## config.mk

```make
export PLATFORM = sky130hd
export DESIGN_NAME = yuv_downsample_encoder
export DESIGN_NICKNAME = d
export VERILOG_FILES = /design/src/rtl/yuv_downsample_encoder.sv
export SDC_FILE = /design/constraint.sdc
export NUM_CORES = 1
export LEC_CHECK = 0
export CAP_MARGIN = 30
export CORE_AREA = 2 2 241 219
export DETAILED_ROUTE_END_ITERATION = 8
export DIE_AREA = 0 0 243 221
export PLACE_DENSITY = 0.77
export SYNTH_ARGS = -nofsm -noshare
export SYNTH_HDL_FRONTEND = slang
export SYNTH_SLANG_ARGS = --single-unit
export TNS_END_PERCENT = 50
```

## constraint.sdc

```tcl
create_clock -name Clock -period 10.3 [get_ports Clock]
set_clock_uncertainty 0.05 [all_clocks]
set_input_delay 2.06 -clock Clock [delete_from_list [all_inputs] [get_ports Clock]]
set_output_delay 2.06 -clock Clock [all_outputs]
set_load 0.02 [all_outputs]
```

## src/rtl/yuv_downsample_encoder.sv

```systemverilog
// rtl/yuv_downsample_encoder.sv - RGB to YUV (BT.601 Q16) encoder with 2:1 horizontal chroma downsampling over a shared SRAM port
// Optional feature macro: YUV_ENC_CHROMA_AVG_EN (average chroma pairs instead of even-pixel decimation)
module yuv_downsample_encoder #(
    parameter logic [17:0] RGB_BASE   = 18'd146944,
    parameter logic [17:0] Y_BASE     = 18'd0,
    parameter logic [17:0] U_BASE     = 18'd38400,
    parameter logic [17:0] V_BASE     = 18'd57600,
    parameter int          NUM_GROUPS = 19200
) (
    input  logic        Clock,
    input  logic        Resetn,
    input  logic        Enable,
    output logic [17:0] SRAM_address,
    input  logic [15:0] SRAM_read_data,
    output logic [15:0] SRAM_write_data,
    output logic        SRAM_we_n,
    output logic        Done
);
    typedef enum logic [4:0] {
        S_IDLE,
        S_RD0, S_RD1, S_RD2, S_RD3, S_RD4, S_RD5, S_RD6, S_RD7,
        S_C0, S_C1, S_C2, S_C3, S_C4, S_C5, S_C6, S_C7, S_C8, S_C9, S_C10, S_C11,
        S_WR0, S_WR1, S_WR2, S_WR3,
        S_DONE
    } state_e;

    localparam logic [14:0] LAST_G = 15'(NUM_GROUPS - 1);

    state_e      state_q, state_d;
    logic [14:0] g_q, g_d;
    logic [17:0] addr_q, addr_d;
    logic [15:0] wdata_q, wdata_d;
    logic        we_n_q, we_n_d;
    logic        done_q, done_d;
    logic [15:0] rgb_q [6];
    logic [15:0] rgb_d [6];
    logic [7:0]  y_q [4];
    logic [7:0]  y_d [4];
    logic [7:0]  u_q [4];
    logic [7:0]  u_d [4];
    logic [7:0]  v_q [4];
    logic [7:0]  v_d [4];

    assign SRAM_address    = addr_q;
    assign SRAM_write_data = wdata_q;
    assign SRAM_we_n       = we_n_q;
    assign Done            = done_q;

    logic [2:0]  rd_off, cap_idx;
    logic [17:0] rd_addr;
    assign rd_off  = 3'(state_q - S_RD0);
    assign cap_idx = 3'(state_q - S_RD2);
    assign rd_addr = RGB_BASE + 18'(g_q) * 18'd6 + {15'd0, rd_off};

    // Compute schedule: pixel p in states C(3p)..C(3p+2), component Y/U/V in that order
    logic [1:0] pix_sel, comp_sel;
    always_comb begin
        pix_sel  = 2'd0;
        comp_sel = 2'd0;
        case (state_q)
            S_C0:  begin pix_sel = 2'd0; comp_sel = 2'd0; end
            S_C1:  begin pix_sel = 2'd0; comp_sel = 2'd1; end
            S_C2:  begin pix_sel = 2'd0; comp_sel = 2'd2; end
            S_C3:  begin pix_sel = 2'd1; comp_sel = 2'd0; end
            S_C4:  begin pix_sel = 2'd1; comp_sel = 2'd1; end
            S_C5:  begin pix_sel = 2'd1; comp_sel = 2'd2; end
            S_C6:  begin pix_sel = 2'd2; comp_sel = 2'd0; end
            S_C7:  begin pix_sel = 2'd2; comp_sel = 2'd1; end
            S_C8:  begin pix_sel = 2'd2; comp_sel = 2'd2; end
            S_C9:  begin pix_sel = 2'd3; comp_sel = 2'd0; end
            S_C10: begin pix_sel = 2'd3; comp_sel = 2'd1; end
            S_C11: begin pix_sel = 2'd3; comp_sel = 2'd2; end
            default: ;
        endcase
    end

    // Pixel pair packing in the buffer: {R0,G0},{B0,R1},{G1,B1}
    logic [7:0] px_r, px_g, px_b;
    always_comb begin
        px_r = rgb_q[0][15:8];
        px_g = rgb_q[0][7:0];
        px_b = rgb_q[1][15:8];
        case (pix_sel)
            2'd1: begin px_r = rgb_q[1][7:0]; px_g = rgb_q[2][15:8]; px_b = rgb_q[2][7:0]; end
            2'd2: begin px_r = rgb_q[3][15:8]; px_g = rgb_q[3][7:0]; px_b = rgb_q[4][15:8]; end
            2'd3: begin px_r = rgb_q[4][7:0]; px_g = rgb_q[5][15:8]; px_b = rgb_q[5][7:0]; end
            default: ;
        endcase
    end

    logic signed [31:0] c_r, c_g, c_b, c_off, acc, shifted;
    logic [7:0]         comp_val;
    always_comb begin
        c_r   = 32'sd16843;
        c_g   = 32'sd33030;
        c_b   = 32'sd6423;
        c_off = 32'sd1048576;
        case (comp_sel)
            2'd1: begin c_r = -32'sd9699; c_g = -32'sd19071; c_b = 32'sd28770; c_off = 32'sd8388608; end
            2'd2: begin c_r = 32'sd28770; c_g = -32'sd24117; c_b = -32'sd4653; c_off = 32'sd8388608; end
            default: ;
        endcase
        acc = c_r * $signed({24'd0, px_r}) + c_g * $signed({24'd0, px_g})
            + c_b * $signed({24'd0, px_b}) + c_off + 32'sd32768;
        shifted  = acc >>> 16;
        comp_val = shifted[7:0];
        if (shifted < 32'sd0) begin
            comp_val = 8'd0;
        end else if (shifted > 32'sd255) begin
            comp_val = 8'd255;
        end
    end

    logic [7:0] ud_lo, ud_hi, vd_lo, vd_hi;
`ifdef YUV_ENC_CHROMA_AVG_EN
    function automatic logic [7:0] avg2(input logic [7:0] a, input logic [7:0] b);
        logic [8:0] s;
        s = {1'b0, a} + {1'b0, b} + 9'd1;
        return s[8:1];
    endfunction
    assign ud_lo = avg2(u_q[0], u_q[1]);
    assign ud_hi = avg2(u_q[2], u_q[3]);
    assign vd_lo = avg2(v_q[0], v_q[1]);
    assign vd_hi = avg2(v_q[2], v_q[3]);
`else
    assign ud_lo = u_q[0];
    assign ud_hi = u_q[2];
    assign vd_lo = v_q[0];
    assign vd_hi = v_q[2];
`endif

    always_comb begin
        state_d = state_q;
        g_d     = g_q;
        addr_d  = addr_q;
        wdata_d = wdata_q;
        we_n_d  = 1'b1;
        done_d  = 1'b0;
        rgb_d   = rgb_q;
        y_d     = y_q;
        u_d     = u_q;
        v_d     = v_q;
        case (state_q)
            S_IDLE: begin
                if (Enable) begin
                    state_d = S_RD0;
                    g_d     = '0;
                end
            end
            S_WR0: begin
                we_n_d  = 1'b0;
                addr_d  = Y_BASE + 18'({g_q, 1'b0});
                wdata_d = {y_q[0], y_q[1]};
                state_d = S_WR1;
            end
            S_WR1: begin
                we_n_d  = 1'b0;
                addr_d  = Y_BASE + 18'({g_q, 1'b1});
                wdata_d = {y_q[2], y_q[3]};
                state_d = S_WR2;
            end
            S_WR2: begin
                we_n_d  = 1'b0;
                addr_d  = U_BASE + 18'(g_q);
                wdata_d = {ud_lo, ud_hi};
                state_d = S_WR3;
            end
            S_WR3: begin
                we_n_d  = 1'b0;
                addr_d  = V_BASE + 18'(g_q);
                wdata_d = {vd_lo, vd_hi};
                if (g_q == LAST_G) begin
                    state_d = S_DONE;
                end else begin
                    g_d     = g_q + 15'd1;
                    state_d = S_RD0;
                end
            end
            S_DONE: begin
                done_d  = 1'b1;
                state_d = S_IDLE;
            end
            default: state_d = (state_q < S_DONE) ? state_e'(state_q + 5'd1) : S_IDLE;
        endcase
        if (state_q >= S_RD0 && state_q <= S_RD5) begin
            addr_d = rd_addr;
        end
        // SRAM returns data two edges after the address, so RDk+2 holds word k
        if (state_q >= S_RD2 && state_q <= S_RD7) begin
            rgb_d[cap_idx] = SRAM_read_data;
        end
        if (state_q >= S_C0 && state_q <= S_C11) begin
            case (comp_sel)
                2'd0:    y_d[pix_sel] = comp_val;
                2'd1:    u_d[pix_sel] = comp_val;
                default: v_d[pix_sel] = comp_val;
            endcase
        end
    end

    always_ff @(posedge Clock or negedge Resetn) begin
        if (!Resetn) begin
            state_q <= S_IDLE;
            g_q     <= '0;
            addr_q  <= '0;
            wdata_q <= '0;
            we_n_q  <= 1'b1;
            done_q  <= 1'b0;
            for (int i = 0; i < 6; i++) rgb_q[i] <= '0;
            for (int i = 0; i < 4; i++) begin
                y_q[i] <= '0;
                u_q[i] <= '0;
                v_q[i] <= '0;
            end
        end else begin
            state_q <= state_d;
            g_q     <= g_d;
            addr_q  <= addr_d;
            wdata_q <= wdata_d;
            we_n_q  <= we_n_d;
            done_q  <= done_d;
            rgb_q   <= rgb_d;
            y_q     <= y_d;
            u_q     <= u_d;
            v_q     <= v_d;
        end
    end
endmodule

```

==> impl_metrics.py <==
metrics = {
    "outcome": {
        "status": "completed",
    },
    "grt": {
        "grt_pass1_wl_mm": 111,
        "first_global_vias": 20557,
        "grt_start_max_net_pins": 108,
        "antenna_found_initial": 0,
        "overflow": 0,
        "grt_util_all_layers_pct": 25.7,
    },
    "layout": {
        "multi_input_area_mm2": 0.0174,
        "final_nets": 3229,
        "syn2layout_area_growth_pct": 9.98,
        "fillCellCount": 4476,
        "drive_gt1_share_pct": 11.0,
        "ff_latch_area_mm2": 0.00541,
        "diodes": 0,
    },
    "synthesis": {
        "synth_edf_count": 0,
        "synth_top_area_cell": "fa_1",
        "synth.net_count": 3173,
        "synth-main-ff-cell": "dfrtp_1",
        "synth_area_leaders": "fa_1, dfrtp_1, ha_1, inv_1, mux2_2",
        "yosysMostFrequentCell": "inv_1",
        "syn_area_mm2": 0.0253,
        "synthTopCellsByCount": "inv_1, fa_1, ha_1",
        "synth-seq-area-share_pct": 21.4,
        "synth_seq_cells": 216,
        "synth.top_cell.area_share_pct": 28.0,
        "synth_cells": 2578,
        "async_reset_ff_share_pct": 100,
        "synth.distinct_cells": 79,
        "synth_area_per_cell_um2": 9.82,
        "yosys_warnings": 0,
    },
    "detailed_routing": {
        "drt_iter0_markers": 1614,
        "via_count": 18640,
        "wl_per_cell_um": 19.8,
        "first_pass_iters": 8,
        "wl_mm": 66.1,
        "viasPerCell": 5.58,
        "drc": 0,
        "ant_nets": 0,
    },
    "placed_design": {
        "globalplace.congestion": 1.02,
        "dpl.hpwl_mm": 53.3,
        "port_buffers": 54,
    },
    "sta": {
        "worst_pin_slew_ps": 1100,
        "fin_crit_sh_pct": 95.5,
        "finalSetupViolCount": 0,
        "max_freq_ghz": 0.102,
        "slew_headroom_pct": 26.5,
        "hold_viol": 0,
        "rsz0062_at_grt": "no",
        "fin_setup_tns_ps": 0,
        "period_needed_ps": 9840,
        "finalMaxSlewViolations": 0,
    },
    "floorplanning": {
        "dieArea_mm2": 0.0537,
        "design.core.area_mm2": 0.0512,
        "fp.dieH_um": 221,
        "rows": 79,
        "die_w_um": 243,
        "start_util_pct": 49.4,
        "ioPinCount": 55,
    },
    "cts": {
        "htreeDepth": 1,
        "clk_latency_ps": 540,
        "cts_hold_buf": 0,
        "cts_buffers": 24,
        "root_buffer": "clkbuf_16",
        "clockBufferDepth": 3,
        "cts.sinks": 216,
        "path_clk_slew_ps": 60,
        "cts_tree": "built",
    },
    "setup_path": {
        "cp_slowest_cell": "fa_1",
        "cp_data_required_time_ps": 10730,
        "crit_arrival_ps": 10260,
        "critPathMaxStageDelay_ps": 660,
        "critPathTopFamily": "adder cells",
        "start_kind": "register",
        "crit_buf_inv": 11,
        "cp_max_fo": 14,
        "critical_path_class": "reg -> reg",
        "cp-end-kind": "register",
    },
    "min_path": {
        "hp-class": "reg -> reg",
    },
    "job": {
        "max-cap-violations": 0,
    },
}
==> layout by cell type (no fill, tap or decap), drive strengths merged, types with 5 or more instances in the layout <==
cell type / Yosys / final
a211oi: 15 / 15
a21o: 26 / 26
a21oi: 97 / 97
a221o: 6 / 6
a222oi: 16 / 16
a22oi: 10 / 10
a311oi: 6 / 6
a31oi: 17 / 17
a41oi: 6 / 6
and2: 59 / 59
and3: 19 / 19
buf: 18 / 57
bufinv: 0 / 5
clkbuf: 63 / 34
clkdlybuf4s50: 0 / 53
clkinv: 5 / 7
dfrtp: 215 / 215
fa: 354 / 354
ha: 222 / 222
inv: 607 / 607
mux2: 145 / 145
mux2i: 33 / 33
nand2: 144 / 144
nand2b: 18 / 18
nand3: 36 / 36
nand4: 18 / 18
nor2: 117 / 117
nor2b: 20 / 20
nor3: 25 / 25
nor3b: 7 / 7
nor4: 10 / 10
o211ai: 12 / 12
o21a: 10 / 10
o21ai: 82 / 82
o21bai: 6 / 6
o22ai: 15 / 15
o311ai: 5 / 5
xnor2: 31 / 31
xor2: 18 / 18
==> through the flow <==
stage | area [µm²] | std cells | utilization, % | hold slack [ps] | worst slack, ps
final | 27800 | 3339 | 54.4 | 440 | 464
after global routing | 27800 | 3339 | 54.4 | 448 | 29.6
after CTS | 27700 | 3330 | 54.1 | 442 | 31.0
after detailed placement | 26800 | 3287 | 52.4 | 427 | 90.8
after global placement | 26800 | 3286 | 52.3 | 414 | 176
after floorplan | 25300 | 2578 | - | 397 | 663
==> area by class of cell <==
type,instances,share of cell area [%]
well taps,688,3.09
flip-flops and latches,216,19.4
inverters,612,8.26
clock inverters,10,0.710
repair buffers,111,3.56
clock buffers,33,2.49
multi-input cells,1669,62.4
==> layer usage <==
metal  vias to the layer above  GRT usage, %  wire, µm
li1                       8398             -         -
met1                      9411          34.6     27900
met2                       681          42.5     31700
met3                       150          4.51      4400
met4                         0          8.03      2140
met5                         -             0         0
==> worst paths after layout <==
path                             from               to  slack (ps)  cells after the start
setup reg to reg           state_q[0]          y_q[16]         460                     32
min in group asynchronous      Resetn  SRAM_address[5]        1370                      1
setup / recovery           state_q[0]          y_q[16]         460                     32
hold reg to reg                y_q[2]           y_q[2]         440                      1
hold / removal                 y_q[2]           y_q[2]         440                      1
max in group asynchronous      Resetn        rgb_q[46]        7560                      2
==> logic make-up after synthesis <==
logic type | Yosys count | share of synthesized area, %
flops | 216 | 21.4
mux | 178 | 7.75
fa+ha+maj | 576 | 39.0
simple gates | 495 | 9.61
xor+xnor | 49 | 1.70
buf+inv | 693 | 10.4
compound gates | 371 | 10.2
==> state kept, by name, indices dropped and copies added, names as in the netlist <==
name	count
rgb_q	96
y_q	32
SRAM_address	18
SRAM_write_data	16
g_q	15
ud_hi	8
ud_lo	8
vd_hi	8
vd_lo	8
state_q	5
Done	1
SRAM_we_n	1
==> what timing repair did <==
action	CTS	global route
setup endpoints to repair	0	64
resized for setup	0	27
buffers inserted	0	9
Power is left out: the tool's default activity adds up to more than one toggle a clock period on the data nets, which glitch-free logic cannot reach.
